<file path="config.mk">
export PLATFORM = sky130hd
export DESIGN_NAME = pattern_rotator
export DESIGN_NICKNAME = d
export VERILOG_FILES = /design/src/rtl/pattern_rotator.sv
export SDC_FILE = /design/constraint.sdc
export NUM_CORES = 1
export LEC_CHECK = 0
export ABC_AREA = 1
export ABC_CLOCK_PERIOD_IN_PS = 9000
export CAP_MARGIN = 20
export CORE_UTILIZATION = 58
export CTS_CLUSTER_SIZE = 28
export DETAILED_ROUTE_END_ITERATION = 10
export PLACE_DENSITY_LB_ADDON = 0.1
export REMOVE_ABC_BUFFERS = 1
export SYNTH_ARGS = -nofsm -noshare
export SYNTH_HDL_FRONTEND = slang
export SYNTH_SLANG_ARGS = --single-unit
</file>
<file path="constraint.sdc">
create_clock -name clk -period 9 [get_ports clk]
set_input_delay 0.9 -clock clk [delete_from_list [all_inputs] [get_ports clk]]
set_output_delay 0.9 -clock clk [all_outputs]
set_load 0.1 [all_outputs]
</file>
<file path="src/rtl/pattern_rotator.sv">
// Circular register file that rotates all entries one position every div+1 cycles while running.
// Entries are writable only when idle; every output is registered except wr_ready (a decode of the state register).
module pattern_rotator #(
  parameter int WIDTH = 8,
  parameter int SIZE  = 16,
  parameter int DIV_W = 16,
  parameter logic [WIDTH*SIZE-1:0] INIT = '0,
  localparam int AW = $clog2(SIZE)
) (
  input  logic                  clk,
  input  logic                  rst,
  input  logic                  run,
  input  logic                  dir,
  input  logic [DIV_W-1:0]      div,
  input  logic                  wr_valid,
  output logic                  wr_ready,
  input  logic [AW-1:0]         wr_addr,
  input  logic [WIDTH-1:0]      wr_data,
  output logic [WIDTH*SIZE-1:0] reg_out,
  output logic [AW-1:0]         head,
  output logic                  step_pulse
);

  typedef enum logic {IDLE, RUN} state_t;

  state_t           state_q, state_d;
  logic [DIV_W-1:0] cnt_q, cnt_d;
  logic [AW-1:0]    head_q, head_d;
  logic             step_q, step_d;
  logic [WIDTH-1:0] ent_q [SIZE];
  logic [WIDTH-1:0] ent_d [SIZE];
  logic             do_step;

  always_comb begin
    state_d = state_q;
    cnt_d   = cnt_q;
    head_d  = head_q;
    step_d  = 1'b0;
    do_step = 1'b0;
    for (int i = 0; i < SIZE; i++) begin
      ent_d[i] = ent_q[i];
    end

    case (state_q)
      IDLE: begin
        cnt_d = '0;
        // Out-of-range addresses match no entry, so the handshake completes harmlessly.
        if (wr_valid) begin
          for (int i = 0; i < SIZE; i++) begin
            if (wr_addr == AW'(i)) ent_d[i] = wr_data;
          end
        end
        if (run) state_d = RUN;
      end
      RUN: begin
        if (!run) begin
          state_d = IDLE;
          cnt_d   = '0;
        end else if (cnt_q >= div) begin
          do_step = 1'b1;
          cnt_d   = '0;
        end else begin
          cnt_d = cnt_q + DIV_W'(1);
        end
      end
    endcase

    if (do_step) begin
      step_d = 1'b1;
      for (int i = 0; i < SIZE; i++) begin
        if (dir) ent_d[i] = ent_q[(i + 1) % SIZE];
        else     ent_d[i] = ent_q[(i + SIZE - 1) % SIZE];
      end
      // Explicit wrap keeps head correct when SIZE is not a power of two.
      if (!dir) head_d = (head_q == AW'(SIZE - 1)) ? '0 : head_q + AW'(1);
      else      head_d = (head_q == '0) ? AW'(SIZE - 1) : head_q - AW'(1);
    end
  end

  always_ff @(posedge clk or posedge rst) begin
    if (rst) begin
      state_q <= IDLE;
      cnt_q   <= '0;
      head_q  <= '0;
      step_q  <= 1'b0;
      for (int i = 0; i < SIZE; i++) begin
        ent_q[i] <= INIT[i*WIDTH +: WIDTH];
      end
    end else begin
      state_q <= state_d;
      cnt_q   <= cnt_d;
      head_q  <= head_d;
      step_q  <= step_d;
      for (int i = 0; i < SIZE; i++) begin
        ent_q[i] <= ent_d[i];
      end
    end
  end

  assign wr_ready   = (state_q == IDLE);
  assign head       = head_q;
  assign step_pulse = step_q;

  for (genvar g = 0; g < SIZE; g++) begin : g_out
    assign reg_out[g*WIDTH +: WIDTH] = ent_q[g];
  end

endmodule

</file>
; Word level (Yosys, flattened, before mapping)
; Cells that the tools add are included.
[word_totals]
ramBits = 0
out_inout_bits = 134
romBits = 0
elab_cells = 123
input_bits = 33
mem_count = 0
latch_bits = 0
ff_bits = 150
[op_classes]
multipliers = 0
magnitude_cmp = 1
mux = 46
addsub = 3
reduce_logical = 35
div_mod_pow = 0
shift = 0
eq_ne = 17
bitwise = 1
[op_table]
columns = operator, count
row1 = 2-to-1 mux 128 bit, 3
row2 = 2-to-1 mux 8 bit, 32
row3 = AND reduction 3 bit, 16
row4 = "equality test 4 bit, second input constant", 9
row5 = nonzero test 2 bit, 17
row6 = 2-to-1 mux 16 bit, 2
row7 = one-hot mux 16 bit (2 select lines), 1
row8 = "adder 16 x 1 -> 16 bit, second input constant", 1
row9 = "equality test 4 x 3 -> 1 bit, second input constant", 4
row10 = greater-or-equal comparator 16 bit, 1
row11 = 2-to-1 mux 4 bit, 3
row12 = "equality test 4 x 2 -> 1 bit, second input constant", 2
row13 = logical NOT 4 bit, 2
row14 = 2-to-1 mux 1 bit, 5
row15 = "adder 4 x 1 -> 4 bit, second input constant", 1
row16 = "equality test 4 x 1 -> 1 bit, second input constant", 1
row17 = "subtractor 4 x 1 -> 4 bit, second input constant", 1
row18 = "!= test 2 x 1 -> 1 bit, second input constant", 1
row19 = NOT 1 bit, 1

; Depth between registers and ports, before layout
; Gate-level depths: netlist of run 1.
[logic_depth]
depth_word = 6
mapped_depth = 16
mapped_depth_nobuf = 15

; Worst setup path before layout of run 1
; Ideal clock, no wire load.
[synth_timing]
path_kind = input to register
from = in div[11]
to = reg ent_q (netlist bit reg_out[100])
path_slack_ns = 6.641
setup_time_ns = 0.071
arrival_time_ns = 2.288
stages = 11
t_required_ns = 8.929
n_path_buf = 2
cell_sequence = inv_1 -> ha_1 -> a21oi_1 -> o21ai_1 -> a21oi_2 -> nand2_4 -> nand2_4 -> buf_4 -> buf_2 -> nand3_1 -> nand3_1
[synth_via]
elab_chain_cells = 6
elab_cells_between_ends = 9
classes_between = order compare: 1 / eq/ne: 1 / mux: 4 / reduce/logical: 3
[synth_rtl]
columns = item, line
row1 = "start, declared", 14  ; input logic [DIV_W-1:0] div,
row2 = greater-or-equal comparator 16 bit *, 59  ; end else if (cnt_q >= div) begin
row3 = 2-to-1 mux 1 bit *, 59
row4 = 2-to-1 mux 1 bit *, 56  ; if (!run) begin
row5 = 2-to-1 mux 1 bit *, 44  ; case (state_q)
row6 = != test 2 x 1 -> 1 bit (no line) / nonzero test 2 bit (equally long branches), n/a
row7 = AND reduction 3 bit (no line), n/a
row8 = "end signal, assigned by index", 87  ; ent_q[i] <= INIT[i*WIDTH +: WIDTH];
row9 = "end signal, assigned by index", 95  ; ent_q[i] <= ent_d[i];
row10 = "end, declared", 30  ; logic [WIDTH-1:0] ent_q [SIZE];
; Mark *: on every way between the ends. The rest lies on a longest branch, timed or not.
; A chain may end at the register's enable or synchronous reset.

; Worst setup path in the final report of run 1
[layout_timing]
from = in div[3]
to = reg ent_q (netlist bit reg_out[81])
; The elaborated chain is that of the path after synthesis.

==> results of run 1 <==
## per-layer routing
metal / wire length, um / share of wire / GRT usage
met5: 0 / 0 / 0
met1: 12000 / 0.39 / 0.535
met2: 14100 / 0.46 / 0.580
met4: 925 / 0.030 / 0.159
met3: 3560 / 0.12 / 0.0537
## cell usage in the layout (no fill, tap or decap), drive strengths merged
| cell type | netlist | layout |
|---|---|---|
| xor2 | 10 | 10 |
| nor4 | 3 | 3 |
| clkinv | 0 | 4 |
| bufinv | 0 | 1 |
| nand3b | 1 | 1 |
| nand2 | 370 | 370 |
| nor3b | 1 | 1 |
| ha | 19 | 19 |
| o22ai | 1 | 1 |
| clkbuf | 57 | 28 |
| nand4 | 7 | 7 |
| nor2 | 46 | 46 |
| inv | 81 | 79 |
| clkdlybuf4s50 | 0 | 165 |
| o21a | 1 | 1 |
| nand3 | 512 | 512 |
| dfrtp | 150 | 150 |
| buf | 43 | 10 |
| o21ai | 40 | 40 |
| nor3 | 7 | 7 |
| xnor2 | 5 | 5 |
| a21oi | 8 | 8 |
## state kept, by name, summed over array words and instances, names as in the netlist
signal and flops:
state_q 1, reg_out 128, cnt_q 16, head 4
step_pulse 1
## path summary, 6_finish.rpt
kind	startpoint	endpoint	slack, ps	cells past startpoint
worst max-delay path	div[3]	reg_out[81]$_DFFE_PP0P_	4860	16
worst min-delay path	cnt_q[0]$_DFF_PP0_	cnt_q[0]$_DFF_PP0_	510	1
worst min register to register	cnt_q[0]$_DFF_PP0_	cnt_q[0]$_DFF_PP0_	510	1
min in group asynchronous	rst	reg_out[76]$_DFFE_PP0P_	960	2
worst max register to register	cnt_q[11]$_DFF_PP0_	reg_out[81]$_DFFE_PP0P_	5360	10
max in group asynchronous	rst	cnt_q[3]$_DFF_PP0_	6560	3
## worst max-delay path: stages
cell             delay (ps)
clkdlybuf4s50_1         460
inv_1                    40
ha_1                    290
nand2_1                  90
nor2_1                   50
nor2_1                   80
nand2_1                  60
nand2_1                  50
nand2_1                  50
nand2_1                 110
nand2_4                 420
nand2_8                 720
buf_4                   450
buf_16                  360
nand3_1                 160
nand3_1                 110
## power by group
| group | switching (mW) | total (mW) | internal [mW] |
|---|---|---|---|
| Sequential | 0.160 | 0.943 | 0.783 |
| Combinational | 1.05 | 1.34 | 0.297 |
| Clock | 0.271 | 0.686 | 0.415 |
## final cells by class
type	count	area, um^2	share of cell area
clock buffers	28	517	0.0447
repair buffers	175	1750	0.151
clock inverters	3	40.0	0.00346
flip-flops and latches	150	3750	0.325
inverters	81	312	0.0269
well taps	216	270	0.0234
multi-input cells	1031	4920	0.426
## kinds of logic after synthesis
group                    after synthesis
AO/OA/AOI/OAI                         50
flip-flops                           150
XOR/XNOR                              15
buffers and inverters                181
AND/OR/NAND/NOR                      947
adder cells (fa/ha/maj)               19
==> impl_metrics.toml, run 1 <==
[outcome]
status = "finished, final reports clean"

[detailed_routing]
wl_per_cell_um = 18.2
ant_nets = 0
first_pass_iters = 6
routed_via_density = 6.17
drtIter0Drc = 1578
routed_wirelength_um = 30600
vias = 10400
drc = 0

[place]
place_ws_ps = 4220
hpwl_um = 19500
placed_area_um2 = 11000
place_inst = 1652
gp_congestion = 0.877
portBuffers = 166

[logic_synthesis]
ys_ff_latch = 150
async_reset_ff_frac = 1.00
synth_edf_count = 0
syn_inst = 1362
synth_fa_ha_area_frac = 0.0252
synth_mux_area_frac = 0
synth_top_family_by_area = "simple AND/OR/NAND/NOR gates"
yosys-top-cells-area = "dfrtp_1, nand3_1, nand2_1, inv_1, ha_1"
synth_common_cells = "nand3_1, nand2_1, dfrtp_1"
ys_warn_count = 0
syn_area_um2 = 9430
yosysSeqAreaShare = 0.398
synth_most_common_cell = "nand3_1"
synth_top_area_cell = "dfrtp_1"
synth_cell_types = 27
synth_compound_area_frac = 0.0273
synth-xor-area-share = 0.0139
synthSimpleGateAreaFrac = 0.455
synthFlopType = "dfrtp_1"
synth_top_area_share = 0.398
avgSynthCellArea_um2 = 6.92

[die]
die_y_um = 129
die_w_um = 129
start_util = 0.593
row_count = 46
io_pins = 167
fp.dieArea_um2 = 16800
coreArea_um2 = 15900

[grt]
grt_pass1_vias = 9380
globalRouteTotalUtil = 0.377
grt_pass1_wl_um = 49200
grt_antenna_before_repair = 0
grt_overflow = 0
grt_max_degree = 133

[power]
p_leak_nw = 5.44
total_power_mw = 2.97
power-per-cell-area_nw_per_um2 = 257
ir_worst_vdd_uv = 165

[cts]
cts_tree = "built"
numCtsBuffers = 17
cts_root_buffer = "clkbuf_16"
clock_path_buffers = 2
cts.sinks = 150
htreeDepth = 4
postCtsSetupRepairBufs = 0
insertion_delay_ps = 430
ctsResizeCount = 0
path_clk_slew_ps = 60
holdBufCountCts = 0

[worst_setup_path]
critPathLaunchType = "input port"
critical_path_class = "in2reg"
crit_arrival_ps = 4500
worstPathRequired_ps = 9360
endpoint_kind = "flip-flop"
cp_max_fo = 126

[timing]
hold_slack_ps = 507
fin_crit_ps = 4140
tns_ps = 0
finalSetupViolCount = 0
clock_skew_ps = 7.10
slew_headroom = 0.272
grt_setup_unrepaired = "false"
worstMarginPinSlew_ps = 1090
fin_ws_ps = 4860
hold_viol = 0
final-max-slew-violation-count = 0
clock.fmax_ghz = 0.241
fin_crit_sh = 0.460

[final_layout]
fin_nets = 1508
drive_gt1_frac = 0.0395
syn2layout_area_growth_pct = 22.6
nFillCells = 1330
finalCoreUtilization = 0.728
stdcell_count = 1684
num_antenna_cells = 0
fin_area_um2 = 11600

[hold_path]
hold_class = "reg2reg"

[flow_run]
maxCapViolations = 0
(Power assumes the default switching activity.)
==> run 2, diff against run 1 <==
Settings changed: ABC_CLOCK_PERIOD_IN_PS 9000 to 3500, CORE_UTILIZATION 58 to 49.
Clock period 9 ns to 3.5 ns, I/O delays scaled along.
==> impl_metrics.toml, run 2 (same netlist as run 1, synthesis figures left out) <==
[timing]
grt_setup_unrepaired = "false"
clock_skew_ps = 9.69
fin_crit_sh = 0.724
clock.fmax_ghz = 0.394
hold_viol = 0
slew_headroom = 0.247
fin_crit_ps = 2540
final-max-slew-violation-count = 0
worstMarginPinSlew_ps = 1130
fin_ws_ps = 964
finalSetupViolCount = 0

[power]
power.internal_mw = 3.84
pwr-share-seq = 0.315
p_sw_mw = 3.80
power-per-cell-area_nw_per_um2 = 654
combPwrFrac = 0.453
p_sw_frac = 0.498
ir_worst_vdd_uv = 374
clock_power_share = 0.232
p_leak_nw = 5.50

[worst_setup_path]
critical_path_class = "reg2reg"
critPathLaunchType = "flip-flop"
r2r_end = "reg_out[89]$_DFFE_PP0P_"
cp_max_fo = 191
crit_family = "simple AND/OR/NAND/NOR gates"
worstPathRequired_ps = 3850
critPathMostFrequentCell = "nand3_1"
crit_slowest_cell = "buf_12"
r2r_slack_ps = 960
reg2reg_depth = 9
crit_arrival_ps = 2890
crit_buf_inv = 1
slowest_delay_ps = 450
endpoint_kind = "flip-flop"
r2r-start = "cnt_q[11]$_DFF_PP0_"
path_cells = "ha_1 > a21oi_1 > o21ai_1 > a21oi_2 > nand2_4 > nand2_8 > buf_12 > nand3_1 > nand3_1"

[cts]
postCtsSetupRepairBufs = 0
path_clk_slew_ps = 60
cts.sinks = 150
cts_tree = "built"
holdBufCountCts = 0
ctsResizeCount = 0
cts_root_buffer = "clkbuf_16"
insertion_delay_ps = 430
clock_path_buffers = 2
htreeDepth = 4
numCtsBuffers = 17

[place]
hpwl_um = 19900
gp_congestion = 0.838
portBuffers = 166
place_ws_ps = 659
place_inst = 1680
placed_area_um2 = 11100

[final_layout]
drive_gt1_frac = 0.0461
final_common_cell = "nand3_1"
fin_nets = 1517
syn2layout_area_growth_pct = 24.0
layout_common_cells = "nand3_1, nand2_1, clkdlybuf4s50_1"
nFillCells = 1740
largest_reg_flops = 128
stdcell_count = 1709
fin_area_um2 = 11700
multi_input_area_um2 = 4920
regArea_um2 = 3750
num_antenna_cells = 0

[die]
coreArea_um2 = 18800
row_count = 50
fp.dieArea_um2 = 19800
io_pins = 167
start_util = 0.502
die_w_um = 141
die_y_um = 141

[detailed_routing]
first_pass_iters = 5
drtIter0Drc = 1196
ant_nets = 0
routed_via_density = 5.94
wl_per_cell_um = 18.2
routed_wirelength_um = 31200
drc = 0
vias = 10100

[outcome]
status = "finished, final reports clean"

[grt]
grt_pass1_wl_um = 50100
grt_max_degree = 192
grt_antenna_before_repair = 0
grt_overflow = 0
grt_pass1_vias = 9061
globalRouteTotalUtil = 0.321

[hold_path]
hold_class = "in2async"

[flow_run]
maxCapViolations = 0
-- run 2: cell types whose count changed in the layout (fill, tap and decap cells not counted), sizes merged --
cell	change
buf	+9
clkinv	+1
clkbuf	-3
-- run 2: how the worst max path moves through the flow --
stage / start / depth (start not counted) / to
CTS: state_q$_DFF_PP0_ / 2 / wr_ready
floorplan: rst / 1 / cnt_q[0]$_DFF_PP0_
global route: cnt_q[11]$_DFF_PP0_ / 10 / head[3]$_DFFE_PP0P_
global placement: div[11] / 12 / reg_out[43]$_DFFE_PP0P_
detailed placement: div[11] / 12 / reg_out[41]$_DFFE_PP0P_
finish: cnt_q[11]$_DFF_PP0_ / 9 / reg_out[89]$_DFFE_PP0P_
-- run 2: power by group through the flow --
stage / Clock (mW) / Combinational (mW) / Sequential (mW)
2_1_floorplan: 0 / 0.591 / 4.32
3_3_place_gp: 0 / 3.43 / 2.43
3_5_place_dp: 0 / 3.46 / 2.42
4_1_cts: 1.78 / 3.47 / 2.40
5_1_grt: 1.86 / 3.61 / 2.44
6_report: 1.77 / 3.46 / 2.41
-- run 2: area by class of cell --
| type | count | area share |
|---|---|---|
| well taps | 234 | 0.0251 |
| inverters | 81 | 0.0267 |
| flip-flops and latches | 150 | 0.321 |
| repair buffers | 184 | 0.159 |
| multi-input cells | 1031 | 0.421 |
| clock inverters | 4 | 0.00385 |
| clock buffers | 25 | 0.0433 |
-- run 2: per-layer routing --
metal	wire length [um]	GRT usage	vias up
met2	13900	0.478	557
met4	807	0.111	0
li1	-	-	4776
met1	13500	0.466	4751
met3	3020	0.0598	62
met5	0	0	-
-- run 2: through the flow --
step	util	total power, mW	setup TNS, ps	hold slack (ps)
global placement	0.593	5.86	0	478
finish	0.623	7.65	0	415
global route	0.623	7.92	0	408
floorplan	-	4.91	-133390	381
detailed placement	0.593	5.88	0	509
CTS	0.623	7.64	0	410
